**src/rtl/dual_issue_scheduler_if.sv**
```systemverilog
// Fetch-to-decode handshake bundle for the dual-issue scheduler.
// master: fetch side / environment, slave: the scheduler itself.
interface dual_issue_scheduler_if #(
  parameter int unsigned CNT_W = 16
);
  logic [1:0]       in_valid;
  logic [31:0]      in_inst1;
  logic [31:0]      in_inst2;
  logic [31:0]      in_pc1;
  logic [31:0]      in_pc2;
  logic             in_ready;
  logic             hold;
  logic             flush;
  logic             out_valid1;
  logic             out_valid2;
  logic [31:0]      out_inst1;
  logic [31:0]      out_inst2;
  logic [31:0]      out_pc1;
  logic [31:0]      out_pc2;
  logic [CNT_W-1:0] stall_cnt;
  logic [CNT_W-1:0] dual_cnt;

  modport master (
    output in_valid, in_inst1, in_inst2, in_pc1, in_pc2, hold, flush,
    input  in_ready, out_valid1, out_valid2, out_inst1, out_inst2,
           out_pc1, out_pc2, stall_cnt, dual_cnt
  );

  modport slave (
    input  in_valid, in_inst1, in_inst2, in_pc1, in_pc2, hold, flush,
    output in_ready, out_valid1, out_valid2, out_inst1, out_inst2,
           out_pc1, out_pc2, stall_cnt, dual_cnt
  );
endinterface

```
**src/rtl/dual_issue_scheduler.sv**
```systemverilog
// In-order issue queue between FI and ID: buffers fetched pairs and issues
// 0, 1 or 2 instructions per cycle subject to pairing and hazard rules.
module dual_issue_scheduler #(
  parameter int unsigned DEPTH = 4,
  parameter int unsigned CNT_W = 16
) (
  input logic                  CLK,
  input logic                  RST,
  dual_issue_scheduler_if.slave bus
);
  localparam int unsigned PW = $clog2(DEPTH);
  localparam int unsigned CW = $clog2(DEPTH + 1);

  function automatic logic reads_reg(input logic [31:0] x, input logic [4:0] r);
    logic rs_used;
    logic rt_used;
    rs_used = 1'b1;
    rt_used = 1'b0;
    case (x[31:26])
      6'h00, 6'h2B, 6'h04, 6'h05: rt_used = 1'b1;
      6'h02:                      rs_used = 1'b0;
      default: ;
    endcase
    return (rs_used && x[25:21] == r) || (rt_used && x[20:16] == r);
  endfunction

  // Destination register; 0 means no write (including writes to $0).
  function automatic logic [4:0] dst_of(input logic [31:0] x);
    case (x[31:26])
      6'h00:                      return x[15:11];
      6'h2B, 6'h04, 6'h05, 6'h02: return 5'd0;
      default:                    return x[20:16];
    endcase
  endfunction

  function automatic logic is_load(input logic [31:0] x);
    return x[31:26] == 6'h23;
  endfunction

  function automatic logic is_mem(input logic [31:0] x);
    return x[31:26] == 6'h23 || x[31:26] == 6'h2B;
  endfunction

  function automatic logic is_branch(input logic [31:0] x);
    return x[31:26] == 6'h04 || x[31:26] == 6'h05 || x[31:26] == 6'h02;
  endfunction

  function automatic logic load_use(input logic [31:0] x,
                                    input logic v1, input logic [31:0] i1,
                                    input logic v2, input logic [31:0] i2);
    return (v1 && is_load(i1) && dst_of(i1) != 5'd0 && reads_reg(x, dst_of(i1))) ||
           (v2 && is_load(i2) && dst_of(i2) != 5'd0 && reads_reg(x, dst_of(i2)));
  endfunction

  logic [31:0]      q_inst [DEPTH];
  logic [31:0]      q_pc   [DEPTH];
  logic [PW-1:0]    head, tail;
  logic [CW-1:0]    count;
  logic [1:0]       n_push, n_pop;
  logic             issue_a, issue_b;
  logic [31:0]      inst_a, inst_b, pc_a, pc_b;
  logic [4:0]       dst_a, dst_b;
  logic             ov1, ov2;
  logic [31:0]      oi1, oi2, op1, op2;
  logic [CNT_W-1:0] stall_q, dual_q;
  logic             in_ready;

  assign in_ready = (count <= CW'(DEPTH - 2));
  assign inst_a   = q_inst[head];
  assign inst_b   = q_inst[head + PW'(1)];
  assign pc_a     = q_pc[head];
  assign pc_b     = q_pc[head + PW'(1)];
  assign dst_a    = dst_of(inst_a);
  assign dst_b    = dst_of(inst_b);

  // Accepted push width; 2'b10 is treated as no push.
  always_comb begin
    n_push = 2'd0;
    if (in_ready && !bus.flush) begin
      case (bus.in_valid)
        2'b01:   n_push = 2'd1;
        2'b11:   n_push = 2'd2;
        default: n_push = 2'd0;
      endcase
    end
  end

  // Issue decision on queue head (A) and its successor (B).
  always_comb begin
    issue_a = 1'b0;
    issue_b = 1'b0;
    if (count != '0 && !bus.hold && !bus.flush &&
        !load_use(inst_a, ov1, oi1, ov2, oi2))
      issue_a = 1'b1;
    if (issue_a && count >= CW'(2) &&
        !is_branch(inst_a) && !is_branch(inst_b) &&
        !(dst_a != 5'd0 && reads_reg(inst_b, dst_a)) &&
        !(dst_a != 5'd0 && dst_a == dst_b) &&
        !(is_mem(inst_a) && is_mem(inst_b)) &&
        !load_use(inst_b, ov1, oi1, ov2, oi2))
      issue_b = 1'b1;
    n_pop = issue_b ? 2'd2 : (issue_a ? 2'd1 : 2'd0);
  end

  // Queue storage writes; slots beyond count are don't-care.
  always_ff @(posedge CLK) begin
    if (n_push != 2'd0) begin
      q_inst[tail] <= bus.in_inst1;
      q_pc[tail]   <= bus.in_pc1;
    end
    if (n_push == 2'd2) begin
      q_inst[tail + PW'(1)] <= bus.in_inst2;
      q_pc[tail + PW'(1)]   <= bus.in_pc2;
    end
  end

  // Queue pointers and occupancy.
  always_ff @(posedge CLK) begin
    if (RST || bus.flush) begin
      head  <= '0;
      tail  <= '0;
      count <= '0;
    end else begin
      head  <= head + PW'(n_pop);
      tail  <= tail + PW'(n_push);
      count <= count + CW'(n_push) - CW'(n_pop);
    end
  end

  // Presented ID slots; hold freezes them, unissued slots become bubbles.
  always_ff @(posedge CLK) begin
    if (RST || bus.flush) begin
      ov1 <= 1'b0;
      ov2 <= 1'b0;
      oi1 <= '0;
      oi2 <= '0;
      op1 <= '0;
      op2 <= '0;
    end else if (!bus.hold) begin
      ov1 <= issue_a;
      ov2 <= issue_b;
      oi1 <= issue_a ? inst_a : '0;
      op1 <= issue_a ? pc_a   : '0;
      oi2 <= issue_b ? inst_b : '0;
      op2 <= issue_b ? pc_b   : '0;
    end
  end

  // Saturating performance counters.
  always_ff @(posedge CLK) begin
    if (RST) begin
      stall_q <= '0;
      dual_q  <= '0;
    end else begin
      if (count != '0 && !bus.hold && !bus.flush && n_pop == 2'd0 && stall_q != '1)
        stall_q <= stall_q + CNT_W'(1);
      if (n_pop == 2'd2 && dual_q != '1)
        dual_q <= dual_q + CNT_W'(1);
    end
  end

  assign bus.in_ready   = in_ready;
  assign bus.out_valid1 = ov1;
  assign bus.out_valid2 = ov2;
  assign bus.out_inst1  = oi1;
  assign bus.out_inst2  = oi2;
  assign bus.out_pc1    = op1;
  assign bus.out_pc2    = op2;
  assign bus.stall_cnt  = stall_q;
  assign bus.dual_cnt   = dual_q;
endmodule
```
**src/flat_wrapper.sv**
```systemverilog
// flat-port wrapper written by rule: the top's interface ports become plain ports
module dual_issue_scheduler_flat 
#(
  parameter int unsigned DEPTH = 4,
  parameter int unsigned CNT_W = 16
)
  (CLK, RST, bus_in_valid, bus_in_inst1, bus_in_inst2, bus_in_pc1, bus_in_pc2, bus_hold, bus_flush, bus_in_ready, bus_out_valid1, bus_out_valid2, bus_out_inst1, bus_out_inst2, bus_out_pc1, bus_out_pc2, bus_stall_cnt, bus_dual_cnt);
  dual_issue_scheduler_if #(.CNT_W(CNT_W)) bus_i ();
  input logic CLK;
  input logic RST;
  input wire logic [$bits(bus_i.in_valid)-1:0] bus_in_valid;
  input wire logic [$bits(bus_i.in_inst1)-1:0] bus_in_inst1;
  input wire logic [$bits(bus_i.in_inst2)-1:0] bus_in_inst2;
  input wire logic [$bits(bus_i.in_pc1)-1:0] bus_in_pc1;
  input wire logic [$bits(bus_i.in_pc2)-1:0] bus_in_pc2;
  input wire logic [$bits(bus_i.hold)-1:0] bus_hold;
  input wire logic [$bits(bus_i.flush)-1:0] bus_flush;
  output wire logic [$bits(bus_i.in_ready)-1:0] bus_in_ready;
  output wire logic [$bits(bus_i.out_valid1)-1:0] bus_out_valid1;
  output wire logic [$bits(bus_i.out_valid2)-1:0] bus_out_valid2;
  output wire logic [$bits(bus_i.out_inst1)-1:0] bus_out_inst1;
  output wire logic [$bits(bus_i.out_inst2)-1:0] bus_out_inst2;
  output wire logic [$bits(bus_i.out_pc1)-1:0] bus_out_pc1;
  output wire logic [$bits(bus_i.out_pc2)-1:0] bus_out_pc2;
  output wire logic [$bits(bus_i.stall_cnt)-1:0] bus_stall_cnt;
  output wire logic [$bits(bus_i.dual_cnt)-1:0] bus_dual_cnt;
  assign bus_i.in_valid = bus_in_valid;
  assign bus_i.in_inst1 = bus_in_inst1;
  assign bus_i.in_inst2 = bus_in_inst2;
  assign bus_i.in_pc1 = bus_in_pc1;
  assign bus_i.in_pc2 = bus_in_pc2;
  assign bus_i.hold = bus_hold;
  assign bus_i.flush = bus_flush;
  assign bus_in_ready = bus_i.in_ready;
  assign bus_out_valid1 = bus_i.out_valid1;
  assign bus_out_valid2 = bus_i.out_valid2;
  assign bus_out_inst1 = bus_i.out_inst1;
  assign bus_out_inst2 = bus_i.out_inst2;
  assign bus_out_pc1 = bus_i.out_pc1;
  assign bus_out_pc2 = bus_i.out_pc2;
  assign bus_stall_cnt = bus_i.stall_cnt;
  assign bus_dual_cnt = bus_i.dual_cnt;
  dual_issue_scheduler #(.DEPTH(DEPTH), .CNT_W(CNT_W)) u_core (.CLK(CLK), .RST(RST), .bus(bus_i));
endmodule
```
**config.mk**
```make
export PLATFORM = sky130hd
export DESIGN_NAME = dual_issue_scheduler_flat
export DESIGN_NICKNAME = d
export VERILOG_FILES = /design/src/rtl/dual_issue_scheduler_if.sv /design/src/rtl/dual_issue_scheduler.sv /design/src/flat_wrapper.sv
export SDC_FILE = /design/constraint.sdc
export NUM_CORES = 1
export LEC_CHECK = 0
export CORE_ASPECT_RATIO = 1.75
export CORE_MARGIN = 5
export CORE_UTILIZATION = 30
export CTS_CLUSTER_SIZE = 24
export DETAILED_ROUTE_END_ITERATION = 8
export PLACE_DENSITY = 0.54
export SETUP_SLACK_MARGIN = 0.1
export SKIP_CTS_REPAIR_TIMING = 1
export SYNTH_ARGS = -nofsm -noshare
export SYNTH_HDL_FRONTEND = slang
export SYNTH_SLANG_ARGS = --single-unit
```
**constraint.sdc**
```tcl
create_clock -name CLK -period 16.24 [get_ports CLK]
set_input_delay 4.872 -clock CLK [delete_from_list [all_inputs] [get_ports CLK]]
set_output_delay 4.872 -clock CLK [all_outputs]
set_load 0.01 [all_outputs]
```
==> Yosys cells after proc, flatten, opt, wreduce, memory -nomap -nowiden <==
Memories as Yosys holds them, arrays and structs flattened. A register that Yosys moved wholly into a read port is not among the register bits.
Cells that the tools add are included.
{ "classes": {"n_addsub": 8, "muxes": 24, "reduce_logical": 74, "order_cmp": 2, "eq_ne": 37} }
{ "op_table": {"columns": ["operator", "n"], "rows": [
  ["32-bit two-way mux", 4],
  ["5-bit == test", 11],
  ["6-bit by 3-bit == test with 1-bit output (second input constant)", 8],
  ["6-bit == test (second input constant)", 8],
  ["5-bit one-hot mux with 2 select lines", 4],
  ["1-bit logical AND", 35],
  ["16-bit by 1-bit adder with 16-bit output (second input constant)", 2],
  ["16-bit != test (second input constant)", 2],
  ["6-bit by 2-bit == test with 1-bit output (second input constant)", 4],
  ["6-bit logical NOT", 4],
  ["4-bit OR reduction", 6],
  ["5-bit nonzero test", 3],
  ["1-bit logical OR", 14],
  ["1-bit two-way mux", 11],
  ["1-bit logical NOT", 9],
  ["2-bit two-way mux", 4],
  ["2-bit == test (second input constant)", 3],
  ["2-bit by 1-bit adder with 2-bit output (second input constant)", 2],
  ["2-bit adder", 2],
  ["2-bit one-hot mux with 2 select lines", 1],
  ["3-bit by 2-bit adder with 3-bit output", 1],
  ["3-bit by 2-bit >= comparator with 1-bit output (second input constant)", 1],
  ["3-bit by 2-bit <= comparator with 1-bit output (second input constant)", 1],
  ["3-bit nonzero test", 1],
  ["other kinds (4)", 4]
]} }
{ "totals": {"out_inout_bits": 163, "inputBits": 134, "ff_bits": 169, "elab_cells": 158, "mem_count": 2, "ramBits": 256} }
{ "memory_table": {"columns": ["memory", "words", "width", "rd", "rd_clocked_by_memory_dff", "wr", "line_no", "source"], "rows": [
  ["u_core.q_inst", 4, 32, 2, 1, 2, "dual_issue_scheduler.sv:55", "logic [31:0] q_inst [DEPTH];"],
  ["u_core.q_pc", 4, 32, 2, 1, 2, "dual_issue_scheduler.sv:56", "logic [31:0] q_pc [DEPTH];"]
]} }

==> Longest topological paths before layout <==
Gate-level depths: netlist of the first run.
{ "logic_depth": {"depth_word": 23, "mapped_depth": 24, "mapped_depth_nobuf": 16} }

==> Least setup slack after synthesis of the first run <==
No wires, ideal clock.
{ "synth_timing": {"path_type": "in2reg", "from": "input port bus_flush", "to": "memory u_core.q_inst[0][0], enable pin", "n_path_buf": 1, "path_slack_ns": 5.776, "path_stages": 4, "setup_ns": 0.574, "arrival_time_ns": 9.889, "required_time_ns": 15.666, "cell_sequence": "and3b_1 clkbuf_1 nand2b_1 o21ai_0"} }
{ "synth_lines": {"columns": ["item", "line_no", "source"], "rows": [
  ["from (decl)", "flat_wrapper.sv:17", "input wire logic [$bits(bus_i.flush)-1:0] bus_flush;"],
  ["to (decl)", "dual_issue_scheduler.sv:55", null]
]} }

==> Worst setup path in the final report of the first run <==
{ "layout_timing": {"from": "input port bus_flush", "to": "register u_core.count[2]"} }
{ "layout_via": {"elab_chain_cells": 14, "word_cells_on_any_way": 19, "classes_between": "add/sub (2); mux (5); reduce/logical (12)"} }
{ "layout_rtl": {"columns": ["item", "line_no", "source"], "rows": [
  ["1-bit logical NOT", "dual_issue_scheduler.sv:92", "if (count != '0 && !bus.hold && !bus.flush &&"],
  ["1-bit logical AND (2 in a row)", "dual_issue_scheduler.sv:92", null],
  ["1-bit two-way mux", "dual_issue_scheduler.sv:92", null],
  ["1-bit logical AND (2 in a row)", "dual_issue_scheduler.sv:95", "if (issue_a && count >= CW'(2) &&"],
  ["1-bit logical AND (2 in a row)", "dual_issue_scheduler.sv:96", "!is_branch(inst_a) && !is_branch(inst_b) &&"],
  ["1-bit logical AND", "dual_issue_scheduler.sv:97", "!(dst_a != 5'd0 && reads_reg(inst_b, dst_a)) &&"],
  ["1-bit logical AND", "dual_issue_scheduler.sv:98", "!(dst_a != 5'd0 && dst_a == dst_b) &&"],
  ["1-bit logical AND", "dual_issue_scheduler.sv:99", "!(is_mem(inst_a) && is_mem(inst_b)) &&"],
  ["1-bit two-way mux", "dual_issue_scheduler.sv:95", null],
  ["net u_core.issue_b", "dual_issue_scheduler.sv:60", "logic issue_a, issue_b;"],
  ["2-bit two-way mux", "dual_issue_scheduler.sv:102", "n_pop = issue_b ? 2'd2 : (issue_a ? 2'd1 : 2'd0);"],
  ["3-bit by 2-bit subtractor with 3-bit output", "dual_issue_scheduler.sv:126", "count <= count + CW'(n_push) - CW'(n_pop);"],
  ["to (signal assigned)", "dual_issue_scheduler.sv:126", null],
  ["to (decl)", "dual_issue_scheduler.sv:58", "logic [CW-1:0] count;"]
]} }
The timed path passes the listed nets, and every way through them passes these cells.
A chain may end at the register's enable or synchronous reset.

==> qor.yml, run 1 <==
syn_to_final_growth_pct: 25.0
min_period_ns: 7.84
firstDrtPassIters: 5
crit_slowest_cell: "and3_4"
grt.overflow.total: 0
fin_tns_setup_ns: 0
synth_compound_area_share_pct: 10.8
vias: 16100
port_buffers: 296
synth_area_leaders: "edfxtp_1 (35%), dfxtp_1 (15%), mux2_2 (14%)"
grt_usage_pct: 19.1
grt_pass1_wl_mm: 115
start_util_pct: 30.3
worst_clock_skew_ns: 0.0302
drt_wl_total_mm: 78.6
coreArea_um2: 72900
period_share_pct: 48.3
synth-seq-cells: 425
drtIter0Drc: 1119
placed_cell_area_um2: 26000
crit_arrival_ns: 8.28
mappedNetlistArea_um2: 22100
synth_xor_area_share_pct: 1.31
viasPerCell: 5.50
design_area_um2: 27600
status: "finished, final reports clean"
startpoint_type: "primary input"
io_pins: 297
die_area_um2: 79400
drc: 0
cts_buffer_depth: 3
crit_family: "simple AND/OR/NAND/NOR gates"
fin_nets: 2083
final_cells: 2923
syn_avg_cell_area_um2: 13.0
hold_viol_final: 0
synth_edf_count: 256
synth_top_family_by_area: "multiplexers"
fmax_mhz: 128
worstMarginPinSlew_ns: 1.09
synthArstFlopShare_pct: 0
synth-simple-area-share_pct: 7.65
clock-root-buffer: "clkbuf_16"
hp-class: "reg2reg"
layout-drive-gt1-share_pct: 26.1
synth.distinct_cells: 76
syn_inst: 1694
synth_mux_area_share_pct: 27.0
grt_pass1_vias: 17000
ant_nets: 0
max_slew_margin_pct: 27.2
multi_input_area_um2: 10500
final-seq-area_um2: 11100
syn_nets: 1834
peakVddDrop_v: 0.0000653
gp_congestion: 0.921
cts_tree: "yes"
finalSetupViolCount: 0
critPathCaptureType: "flip-flop"
worst-path-buf-inv: 3
synth-adder-area-share_pct: 0.408
p_leak_nw: 8.64
drv_cap: 0
critPathMaxFanout: 42
slowest_delay_ns: 0.69
yosys.area.top_type_share_pct: 34.8
dieHeight_um: 369
hpwl_mm: 51.5
crit_required_ns: 16.69
yosysTopAreaCell: "edfxtp_1"
final-max-slew-violation-count: 0
path_clk_slew_ns: 0.06
clock-sinks: 425
cts.htree.levels: 2
path_class: "in2reg"
post-place-cells: 2827
fillCellCount: 6951
ys_seq_area_share_pct: 50.1
rsz0062_at_grt: "no"
ys.flop_type: "edfxtp_1"
wire_per_inst_um: 26.9
pwr_density_cell_nw_per_um2: 91.4
die_x_um: 215
clk_latency_ns: 0.61
crit_path_cell_trace: "clkdlybuf4s50_1, nor3_1, and3_4, o211ai_2, buf_4, inv_2, fa_1, fa_1, xnor2_1, xnor2_1, nor2_1"
cts_buffers: 45
antenna_found_initial: 17
ys_warn_count: 0
grt_max_degree: 101
finalHoldWorstSlack_ns: 0.451
num_rows: 131
cells by family after synthesis:
kind of cell | after synthesis
fa+ha+maj | 6
buf+inv | 147
mux | 415
xor+xnor | 33
flops | 425
simple gates | 337
compound gates | 331
cell usage after synthesis, types with 7 or more instances:
master    instances
a211oi_1         23
a21oi_1          52
a22o_1           52
a22oi_1          50
and3_1           16
buf_2            12
clkbuf_1         96
dfxtp_1         169
edfxtp_1        256
inv_1            23
mux2_1           11
mux2_2          272
mux2i_1          15
mux4_2          117
nand2_1          84
nand2b_1         10
nand3_1          26
nand4_1           7
nor2_1           94
nor2b_1           9
nor3_1           16
nor4_1           16
nor4b_1           9
o211a_1          13
o21ai_0          32
o21ai_1          26
o22ai_1          19
o31ai_1           9
or3_1             9
or4_1            13
xnor2_1          28
tightest hold or removal path: stages (launching register included):
cell     delay, ns
dfxtp_1       0.31
nand2_1       0.05
o21ai_1       0.05
layout by cell type (no fill, tap or decap), types with 6 or more instances in the layout:
cell type / count
clkdlybuf4s50_1: 295
mux2_2: 272
edfxtp_1: 256
dfxtp_1: 167
mux4_2: 117
nor2_1: 90
nand2_1: 84
a22o_1: 52
a21oi_1: 52
a22oi_1: 50
clkbuf_16: 48
o21ai_0: 31
xnor2_1: 28
nand3_1: 26
o21ai_1: 26
buf_4: 26
inv_1: 23
a211oi_1: 23
o22ai_1: 18
nor4_1: 16
mux2i_1: 15
nor3_1: 15
and3_1: 15
clkbuf_1: 15
or4_1: 13
o211a_1: 13
diode_2: 12
mux2_1: 11
nand2b_1: 10
or3_1: 9
nor4b_1: 9
nor2b_1: 9
o31ai_1: 9
nand4_1: 7
o211ai_1: 6
bufinv_16: 6
final timing paths:
check	from	to	slack [ns]	depth (start not counted)
hold / removal	u_core.bus.out_inst2[25]	u_core.bus.out_inst2[25]	0.45	2
setup reg to reg	u_core.head[1]	u_core.count[2]	9.35	17
setup / recovery	bus_flush	u_core.count[2]	8.40	11
hold reg to reg	u_core.bus.out_inst2[25]	u_core.bus.out_inst2[25]	0.45	2
final cells by class:
type                       instances  share of cell area (%)
inverter                          27                   0.367
tap                              931                    4.22
clock buffer                      65                    4.65
multi-input combinational       1122                    38.0
clock inverter                    19                    1.04
sequential                       425                    40.1
timing repair buffer             322                    11.5
antenna                           12                   0.109
power breakdown:
part | switching (mW) | internal (mW)
clock network | 0.464 | 0.652
registers | 0.0136 | 1.17
logic | 0.118 | 0.107
total | 0.596 | 1.93
metrics by stage:
step / power (mW) / setup WS, ns / util [%]
2_1_floorplan: 1.33 / 5.78 / -
3_3_place_gp: 1.42 / 7.83 / 35.7
3_5_place_dp: 1.43 / 7.81 / 35.7
4_1_cts: 2.56 / 8.44 / 37.8
5_1_grt: 2.61 / 8.17 / 37.8
6_report: 2.52 / 8.40 / 37.9
flip-flops by register name, summed over array words and instances, names as in the netlist, 3 cells and up:
signal,count
u_core.bus.out_pc1,32
u_core.q_inst,128
u_core.q_pc,128
u_core.bus.out_inst1,32
u_core.bus.out_inst2,32
u_core.bus.stall_cnt,16
u_core.bus.out_pc2,32
u_core.count,3
u_core.bus.dual_cnt,16
routing by layer:
| layer | part of all wire, % | wire length, um | track usage [%] | vias to the layer above |
|---|---|---|---|---|
| met2 | 53 | 41400 | 35.2 | 553 |
| met4 | 4.7 | 3660 | 8.84 | 6 |
| met5 | 0.043 | 34 | 0 | - |
| met1 | 37 | 29300 | 21.0 | 8125 |
| li1 | - | - | - | 7224 |
| met3 | 5.3 | 4190 | 3.71 | 167 |
No activity file was read; power rests on OpenSTA's default activity.
==> run 2, diff against run 1 <==
Clock period 16.24 ns to 7.9 ns, I/O delays scaled along.
==> run 2 against run 1 <==
Against the previous run:
- clock power increased by 88%
- total power increased by 98%
- routed wire length decreased by 1.6%
- critical path type is now reg2reg
==> qor.yml, run 2 (synthesized netlist as in run 1, its figures left out) <==
status: "finished, final reports clean"
wire_per_inst_um: 26.5  # -1.5%
clock-sinks: 425  # unchanged
slowest_delay_ns: 0.85  # +0.16 ns
vias: 16100  # +0.031%
critPathMaxFanout: 47  # +12%
final-seq-area_um2: 11100  # unchanged
critPathCaptureType: "flip-flop"
dieHeight_um: 369  # unchanged
drc: 0  # unchanged
fin_tns_setup_ns: 0  # unchanged
min_period_ns: 5.90
path_class: "reg2reg"
hpwl_mm: 53.3  # +3.4%
crit_family: "simple AND/OR/NAND/NOR gates"
die_area_um2: 79400  # unchanged
firstDrtPassIters: 5  # unchanged
finalHoldWorstSlack_ns: 0.449  # -0.00134 ns
num_rows: 131  # unchanged
max_slew_margin_pct: 22.3  # -4.9 points
grt_pass1_vias: 16900  # -0.87%
fillCellCount: 6945  # -0.086%
layout-drive-gt1-share_pct: 26.3  # +0.16 points
dp_slack_ns: 1.62  # -6.19 ns
cts_buffers: 45  # unchanged
worstMarginPinSlew_ns: 1.15  # +0.0571 ns
crit_arrival_ns: 6.33  # -1.95 ns
die_x_um: 215  # unchanged
layout_common_cells: "clkdlybuf4s50_1 (295), mux2_2 (272), edfxtp_1 (256)"
clock-root-buffer: "clkbuf_16"
grt_pass1_wl_mm: 113  # -1.4%
start_util_pct: 30.3  # unchanged
drt_wl_total_mm: 77.3  # -1.6%
pwr_density_cell_nw_per_um2: 182  # +99%
drtIter0Drc: 1061  # -5.2%
gp_congestion: 0.921  # about the same
port_buffers: 296  # unchanged
crit_path_cell_trace: "mux4_2, nor3_1, nand3_1, a211o_1, o22a_1, nor4_1, a211oi_2, o211ai_2, inv_2, fa_1, fa_1, xnor2_1, xnor2_1, nor2_1"
fin_nets: 2090  # +0.34%
crit_slowest_cell: "dfxtp_4"
finalSetupViolCount: 0  # unchanged
period_share_pct: 74.6
hold_depth: 2  # unchanged
rsz0062_at_grt: "no"
io_pins: 297  # unchanged
post-place-cells: 2834  # +0.25%
cts_buffer_depth: 3  # unchanged
multi_input_area_um2: 10500  # about the same
top_regs: "u_core.q_inst x128, u_core.q_pc x128"
path_depth: 14  # +3
ant_nets: 0  # unchanged
final_common_cell: "clkdlybuf4s50_1"
startpoint_type: "flip-flop"
cts.htree.levels: 2  # unchanged
drv_cap: 0  # unchanged
grt_usage_pct: 18.8  # -0.29 points
hp-class: "reg2reg"
worst_clock_skew_ns: 0.0192  # -0.0110 ns
p_leak_nw: 8.61  # -0.40%
clk_latency_ns: 0.59  # -0.02 ns
path_clk_slew_ns: 0.07  # about the same
hold_viol_final: 0  # unchanged
peakVddDrop_v: 0.000147  # +120%
final_cells: 2922  # -0.034%
fin_util_pct: 37.7  # -0.17 points
fmax_mhz: 170
crit_required_ns: 8.33  # -8.36 ns
setup_ws_ns: 2.00  # -6.40 ns
viasPerCell: 5.50  # about the same
antenna_found_initial: 9  # -8
worst-path-buf-inv: 1  # -2
grt_max_degree: 72  # -29%
cts_tree: "yes"
rr_worst_depth: 14  # -3
final-max-slew-violation-count: 0  # unchanged
grt.overflow.total: 0  # unchanged
coreArea_um2: 72900  # unchanged
syn_to_final_growth_pct: 24.4
## run 2: report_power, final
part	leakage (nW)	switching, mW	internal [mW]
Clock	0.685	0.941	1.16
Sequential	3.70	0.0276	2.40
Combinational	4.22	0.242	0.220
Total	8.61	1.21	3.78
## run 2: worst paths after layout
kind	from	end	slack, ns
min reg2reg	u_core.bus.out_inst2[25]	u_core.bus.out_inst2[25]	0.45
min	u_core.bus.out_inst2[25]	u_core.bus.out_inst2[25]	0.45
max	u_core.head[0]	u_core.count[2]	2.00
max reg2reg	u_core.head[0]	u_core.count[2]	2.00
## run 2: final cells by class
cell class	count	area share, %
flip-flops and latches	425	40.3
multi-input cells	1122	38.2
diodes	4	0.0364
well taps	931	4.24
repair buffers	329	11.7
inverters	27	0.369
clock buffers	54	4.38
clock inverters	30	0.788
## run 2: through the flow
step | area (um2) | total power, mW
6_report | 27500 | 4.99
5_1_grt | 27500 | 5.16
2_1_floorplan | 22100 | 2.73
3_5_place_dp | 26100 | 2.94
4_1_cts | 27500 | 5.05
3_3_place_gp | 26100 | 2.93
## run 2: worst min-delay path, delay by kind of cell, from the launching register on
kind               cells  cell delay [ns]
AOI/OAI and AO/OA      1             0.05
DFF                    1             0.31
and+or+nand+nor        1             0.05
## run 2: routing by layer
layer	up-vias	track usage, %	routed length, um
met5	-	0	57
met4	8	6.76	2620
met3	146	3.76	4260
met2	546	35.6	41600
met1	8141	20.6	28800
li1	7239	-	-
==> run 3, diff against run 2 <==
Clock period 7.9 ns to 5.8 ns, I/O delays scaled along.
==> run 3 against run 2 <==
Against the previous run:
- worst hold slack improved by 0.0019 ns
- via count increased by 2.1%
- sequential power increased by 36%
- clock skew increased by 0.015 ns
- clock power increased by 45%
- combinational power increased by 39%
- register-to-register slack got worse by 1.3 ns
- cell count increased by 0.72%
- non-clock buffer count increased by 17
- core utilization increased by 0.38 points
- total power increased by 40%
- die area unchanged
==> qor.yml, run 3 (synthesized netlist as in run 1, its figures left out) <==
hpwl_mm: 53.8  # +0.96%
final-seq-area_um2: 11100  # unchanged
placed_cell_area_um2: 26200  # +0.67%
viasPerCell: 5.58  # +1.4%
critPathMaxFanout: 41  # -13%
design_area_um2: 27800  # +1.0%
grt.overflow.total: 0  # unchanged
die_area_um2: 79400  # unchanged
drt_wl_total_mm: 78.9  # +2.1%
path_class: "reg2reg"
gp_congestion: 0.913  # -0.90%
wire_per_inst_um: 26.8  # +1.4%
multi_input_area_um2: 10500  # about the same
drc: 0  # unchanged
top_regs: "u_core.q_inst x128, u_core.q_pc x128"
hold_viol_final: 0  # unchanged
drv_cap: 0  # unchanged
cts_tree: "yes"
final-max-slew-violation-count: 0  # unchanged
rsz0062_at_grt: "no"
clk_latency_ns: 0.60  # about the same
clock-root-buffer: "clkbuf_16"
hp-class: "reg2reg"
vias: 16400  # +2.1%
fin_nets: 2107  # +0.81%
cts.htree.levels: 2  # unchanged
layout-drive-gt1-share_pct: 27.2  # +0.92 points
p_leak_nw: 8.75  # +1.6%
min_period_ns: 5.14  # -0.757 ns
pwr_density_cell_nw_per_um2: 252  # +39%
dp_slack_ns: 0.632  # -0.991 ns
coreArea_um2: 72900  # unchanged
start_util_pct: 30.3  # unchanged
setup_ws_ns: 0.661  # -1.34 ns
dieHeight_um: 369  # unchanged
fillCellCount: 6904  # -0.59%
drtIter0Drc: 1127  # +6.2%
clock-sinks: 425  # unchanged
num_rows: 131  # unchanged
grt_usage_pct: 19.2  # +0.43 points
path_clk_slew_ns: 0.07  # about the same
max_slew_margin_pct: 12.5  # -9.8 points
antenna_found_initial: 13  # +4
post-place-cells: 2851  # +0.60%
port_buffers: 296  # unchanged
io_pins: 297  # unchanged
grt_pass1_wl_mm: 115  # +2.0%
period_share_pct: 88.6  # +14 points
grt_pass1_vias: 17400  # +2.8%
final_cells: 2943  # +0.72%
cts_buffers: 45  # unchanged
peakVddDrop_v: 0.000165  # +13%
cts_buffer_depth: 3  # unchanged
layout_common_cells: "clkdlybuf4s50_1 (295), mux2_2 (272), edfxtp_1 (256)"
syn_to_final_growth_pct: 25.7
crit_arrival_ns: 5.60  # -0.73 ns
die_x_um: 215  # unchanged
startpoint_type: "flip-flop"
p_total_mw: 6.99  # +40%
fmax_mhz: 195  # +15%
firstDrtPassIters: 5  # unchanged
worstMarginPinSlew_ns: 1.30  # +0.149 ns
finalSetupViolCount: 0  # unchanged
ant_nets: 0  # unchanged
critPathCaptureType: "flip-flop"
final_common_cell: "clkdlybuf4s50_1"
crit_required_ns: 6.26  # -2.07 ns
status: "finished, final reports clean"
worst_clock_skew_ns: 0.0344  # +0.0152 ns
grt_max_degree: 68  # -5.6%
fin_tns_setup_ns: 0  # unchanged
-- run 3: power by group --
part,switching (mW),total [mW],internal [mW]
registers,0.0359,3.31,3.27
logic,0.336,0.642,0.306
clock network,1.31,3.04,1.73
-- run 3: final timing paths --
check / slack, ns / endpoint / cells after the start / start
hold / removal: 0.45 / u_core.bus.out_inst2[24] / 2 / u_core.bus.out_inst2[24]
hold reg to reg: 0.45 / u_core.bus.out_inst2[24] / 2 / u_core.bus.out_inst2[24]
setup reg to reg: 0.66 / u_core.count[2] / 16 / u_core.head[0]
setup / recovery: 0.66 / u_core.count[2] / 16 / u_core.head[0]
-- run 3: cell type report --
cell class,instances,area share [%]
timing repair buffer,346,12.2
sequential,425,39.9
tap,931,4.20
inverter,27,0.365
multi-input combinational,1122,37.8
antenna,8,0.0721
clock buffer,56,4.39
clock inverter,28,1.05
-- run 3: through the flow --
stage	utilization, %	hold slack, ns
4_1_cts	38.0	0.454
5_1_grt	38.0	0.471
3_3_place_gp	36.0	0.443
3_5_place_dp	36.0	0.444
6_report	38.1	0.451
2_1_floorplan	-	0.474
-- run 3: worst max-delay path, stage by stage (launching register included) --
cell,delay [ns]
dfxtp_4,0.49
buf_4,0.54
buf_4,0.49
mux2i_2,0.26
buf_4,0.23
o22ai_1,0.09
a211o_1,0.23
o22a_1,0.18
nor4_1,0.57
a211oi_2,0.08
o211ai_2,0.36
inv_2,0.15
fa_1,0.52
fa_1,0.39
xnor2_1,0.18
xnor2_1,0.15
nor2_1,0.06
-- run 3: layer usage --
metal	GRT usage [%]	wire length [um]
met5	0	48
met4	8.06	3220
met3	3.76	4020
met2	35.6	41500
met1	21.4	30100
